===== src/rtl/fir_coeff_streamer.sv =====
// rtl/fir_coeff_streamer.sv - coefficient bank that streams one FIR pass per start request.
// Define FIR_COEFF_SHADOW_BANK_EN for a shadow bank with load_commit; default build has none.
module fir_coeff_streamer #(
    parameter int NUM_TAPS    = 32,
    parameter int COEFF_WIDTH = 32,
    parameter int ADDR_WIDTH  = 5
) (
    input  logic                   clock,
    input  logic                   reset,
    input  logic                   load_wr_en,
    input  logic [ADDR_WIDTH-1:0]  load_addr,
    input  logic [COEFF_WIDTH-1:0] load_data,
`ifdef FIR_COEFF_SHADOW_BANK_EN
    input  logic                   load_commit,
`endif
    output logic                   load_busy,
    input  logic                   start,
    output logic                   tap_valid,
    input  logic                   tap_ready,
    output logic [COEFF_WIDTH-1:0] tap_data,
    output logic [ADDR_WIDTH-1:0]  tap_index,
    output logic                   tap_last,
    output logic                   pass_done
);

    typedef enum logic [1:0] {
        IDLE,
        STREAM,
        DONE
    } state_t;

    localparam logic [ADDR_WIDTH-1:0] LAST_IDX = ADDR_WIDTH'(NUM_TAPS - 1);

    state_t                   state;
    logic [COEFF_WIDTH-1:0]   bank [NUM_TAPS];
    logic [31:0]              addr_ext;
    logic                     addr_ok;
    logic                     xfer;
    logic [ADDR_WIDTH-1:0]    next_index;

    assign addr_ext   = 32'(load_addr);
    assign addr_ok    = addr_ext < 32'(NUM_TAPS);
    assign xfer       = tap_valid & tap_ready;
    assign next_index = tap_index + ADDR_WIDTH'(1);

    // The active bank is frozen outside IDLE, so a direct read stays stable across stalls.
    assign tap_data = tap_valid ? bank[tap_index] : '0;

    always_ff @(posedge clock) begin
        if (reset) begin
            state     <= IDLE;
            tap_valid <= 1'b0;
            tap_index <= '0;
            tap_last  <= 1'b0;
            pass_done <= 1'b0;
        end else begin
            case (state)
                IDLE: begin
                    pass_done <= 1'b0;
                    if (start) begin
                        state     <= STREAM;
                        tap_valid <= 1'b1;
                        tap_index <= '0;
                        tap_last  <= 1'b0;
                    end
                end
                STREAM: begin
                    if (xfer) begin
                        if (tap_last) begin
                            state     <= DONE;
                            tap_valid <= 1'b0;
                            tap_last  <= 1'b0;
                            tap_index <= '0;
                            pass_done <= 1'b1;
                        end else begin
                            tap_index <= next_index;
                            tap_last  <= (next_index == LAST_IDX);
                        end
                    end
                end
                DONE: begin
                    pass_done <= 1'b0;
                    state     <= IDLE;
                end
                default: begin
                    state     <= IDLE;
                    tap_valid <= 1'b0;
                    tap_last  <= 1'b0;
                    pass_done <= 1'b0;
                end
            endcase
        end
    end

`ifdef FIR_COEFF_SHADOW_BANK_EN
    logic [COEFF_WIDTH-1:0] shadow [NUM_TAPS];
    logic                   commit_pend;
    logic                   wr_ok;
    logic                   do_copy;

    assign load_busy = 1'b0;
    assign wr_ok     = load_wr_en & addr_ok;
    assign do_copy   = (state == IDLE) & (load_commit | commit_pend);

    always_ff @(posedge clock) begin
        if (!reset && wr_ok) begin
            shadow[load_addr] <= load_data;
        end
    end

    always_ff @(posedge clock) begin
        if (reset || state == IDLE) begin
            commit_pend <= 1'b0;
        end else if (load_commit) begin
            commit_pend <= 1'b1;
        end
    end

    // A write in the commit cycle is forwarded so the copy sees it.
    always_ff @(posedge clock) begin
        if (!reset && do_copy) begin
            for (int i = 0; i < NUM_TAPS; i++) begin
                bank[i] <= (wr_ok && addr_ext == 32'(i)) ? load_data : shadow[i];
            end
        end
    end
`else
    assign load_busy = (state != IDLE);

    always_ff @(posedge clock) begin
        if (!reset && load_wr_en && !load_busy && addr_ok) begin
            bank[load_addr] <= load_data;
        end
    end
`endif

endmodule


===== config.mk =====
export PLATFORM = sky130hd
export DESIGN_NAME = fir_coeff_streamer
export DESIGN_NICKNAME = d
export VERILOG_FILES = /design/src/rtl/fir_coeff_streamer.sv
export SDC_FILE = /design/constraint.sdc
export NUM_CORES = 1
export LEC_CHECK = 0
export CAP_MARGIN = 5
export CORE_UTILIZATION = 25
export CTS_CLUSTER_SIZE = 30
export DETAILED_ROUTE_END_ITERATION = 10
export GPL_TIMING_DRIVEN = 0
export PLACE_DENSITY = 0.5
export SLEW_MARGIN = 20
export SYNTH_ARGS = -nofsm -noshare
export SYNTH_HDL_FRONTEND = slang
export SYNTH_SLANG_ARGS = --single-unit

===== constraint.sdc =====
create_clock -name clock -period 8.6 [get_ports clock]
set_clock_uncertainty 0.05 [all_clocks]
set_input_delay 2.15 -clock clock [delete_from_list [all_inputs] [get_ports clock]]
set_output_delay 2.15 -clock clock [all_outputs]
set_load 0.02 [all_outputs]

==> results.ini <==
[synthesis]
synth_top_area_share_pct = 77.27
syn_area_per_cell_um2 = 23.07
synth_cells = 1725
seq_area_frac_synth_pct = 78.02
synth_edf_count = 1024
async_flop_share_pct = 0
synth_area_um2 = 39800
yosysTopAreaCell = edfxtp_1
synth_fp_nets = 1769
ys_top_cells_by_count = edfxtp_1 (1024), mux4_2 (256), mux2_2 (74), nor2_1 (68), clkbuf_1 (43)
yosysMostFrequentCell = edfxtp_1
ys_warn_count = 0
synth.ff_latch_count = 1039
synth_flop_cell = edfxtp_1
synth_area_leaders = edfxtp_1 (77%), mux4_2 (14%), mux2_2 (2.1%)
synth.distinct_cells = 38

[critical_path]
cp_max_fo = 10
critPathArrivalTime_ns = 4.79
crit_required_ns = 6.40
cpMaxStageDelayCell = clkbuf_1
critPathBufInv = 4
worstSetupPathType = reg2out
cpMostUsedCell = buf_2
max_stage_delay_ns = 0.67
critical_path.top_delay_family = buffers and inverters
critPathCaptureType = primary output
startpoint_type = register
path_cells = buf_2, buf_2, clkbuf_1, mux4_2, mux2i_1, nor2_1, a221oi_1, a21oi_1, clkdlybuf4s50_1

[layout]
finalNetCount = 2001
syn_to_final_growth_pct = 19.74
drive_gt1_share_pct = 31.16
layoutNonFillerInstCount = 4111

[clock_network]
clock_latency_ns = 0.68
ctsHoldBuffers = 0
clk_pin_slew_ns = 0.06
cts.sink_count = 1039
cts_max_path_buffers = 3
cts-resized-gates = 0
h-tree-depth = 3
cts_buffers = 102
cts_root_buf = clkbuf_16
post-cts-setup-buffer-count = 0
cts_tree = yes

[die]
row_count = 146
dieWidth_um = 401.0
dieArea_um2 = 160800
die_h_um = 401.0
core-area_um2 = 158200
io_pins = 83
start_util_pct = 25.16

[power_and_ir_drop]
leakage_nw = 14.00
power_frac_clock_pct = 42.9
power.sequential.fraction_pct = 54.2
switching_share_pct = 20.46
irDropWorstVdd_uv = 154.3
powerDensity_nw_per_um2 = 216.2
power.net_switching_mw = 2.108
p_comb_share_pct = 3.0
internal_power_mw = 8.197

[timing]
max_freq_mhz = 143.0
setup_viol = 0
rsz0062_at_grt = no
drv_slew = 0
maxSlewHeadroom_pct = 28.54
layout_min_cycle_time_ns = 6.994
finalSetupTns_ns = 0
hold_viol_final = 0
finalCritPeriodShare_pct = 81.33
tightest_slew_ns = 1.072

[routing]
firstDrtPassIters = 5
route.detailed.drc = 0
antenna_left = 0
routed_wl_mm = 103.7
via_per_inst = 4.556
wl_per_cell_um = 25.23
drtIter0Drc = 1513
vias = 18730

[global_routing]
grt_pass1_vias = 20020
antenna_found_initial = 8
grt_pass1_wl_mm = 147.5
grt_max_degree = 33
grt_overflow = 0
track_usage_pct = 12.79

[outcome]
status = finished clean

[placement]
port_buffers = 81
gp_congestion = 0.7518
place_inst = 3925
hpwlAfterDp_mm = 68.99

[job]
drv_cap = 0

[min_path]
hold_class = reg2reg

through the flow:
stage	worst slack (ns)	util [%]	hold slack (ns)	power [mW]	instance area, µm²
6_report	1.606	30.12	0.4017	10.31	47650
5_1_grt	1.422	30.12	0.4300	10.58	47650
4_1_cts	1.537	30.21	0.4094	10.41	47790
3_5_place_dp	2.293	28.15	0.3999	6.011	44530
3_3_place_gp	1.099	27.31	0.4038	5.989	43200
2_1_floorplan	3.577	-	0.4691	5.813	39800
tightest hold or removal path: stages (launching register included):
cell and delay (ns):
dfxtp_1 0.31, inv_1 0.05, a21oi_1 0.05
power by group through the flow:
| stage | sequential (mW) | combinational (mW) | clock, mW |
|---|---|---|---|
| floorplan | 5.69 | 0.122 | 0 |
| global placement | 5.70 | 0.294 | 0 |
| detailed placement | 5.70 | 0.316 | 0 |
| CTS | 5.59 | 0.316 | 4.50 |
| global route | 5.58 | 0.327 | 4.67 |
| finish | 5.58 | 0.305 | 4.42 |
flip-flops by register name, summed over array words and instances, names as in the netlist, named ones only:
| register | cells |
|---|---|
| tap_last | 1 |
| tap_valid | 1 |
| pass_done | 1 |
| tap_index | 5 |
| state | 2 |
| bank | 1024 |
routing by layer:
layer | GRT usage [%] | up-vias | wire length [µm]
li1 | - | 7839 | -
met1 | 16.51 | 10250 | 43170
met2 | 22.39 | 514 | 53320
met3 | 1.635 | 126 | 5029
met4 | 3.744 | 6 | 2148
met5 | 0 | - | 35
cell type report:
class                      instances  area, µm²
multi-input combinational        586       8434
fill                           15210     110500
antenna                            1      2.502
sequential                      1039      31050
inverter                           3      11.26
timing repair buffer             128       1764
clock inverter                    60      598.1
tap                             2072       2592
buffer                            97      541.8
clock buffer                     125       2660
cell usage in the layout (no fill, tap or decap), types with 15 or more instances in the layout:
master	Yosys	routed
a21oi_1	30	30
a221oi_1	22	22
buf_12	0	24
buf_16	0	23
buf_2	31	63
buf_6	16	16
clkbuf_1	43	65
clkbuf_16	0	103
clkdlybuf4s50_1	0	49
clkinv_1	0	24
dfxtp_1	15	15
edfxtp_1	1024	1024
mux2_2	74	74
mux2i_1	23	23
mux4_2	256	256
nand2_1	21	21
nor2_1	68	36
nor2_4	0	32
o221ai_1	32	32
final timing paths:
path,start,endpoint,slack [ns],depth (start not counted)
max,register,tap_data[30],1.61,9
min reg2reg,pass_done,pass_done,0.40,2
max reg2reg,state[0],bank[7][12],5.04,7
min,pass_done,pass_done,0.40,2
cell families (layout without fill, tap and decap cells):
group,count (synthesis),count (layout),share of synthesized area [%]
AO/OA/AOI/OAI,110,110,2.006
XOR/XNOR,3,3,0.06604
adder cells (fa/ha/maj),2,2,0.06287
buffers and inverters,100,413,1.390
flip-flops,1039,1039,78.02
multiplexers,353,353,17.16
other,0,1,0
AND/OR/NAND/NOR,118,118,1.295
Note: power is estimated with default switching activity, not from simulation.
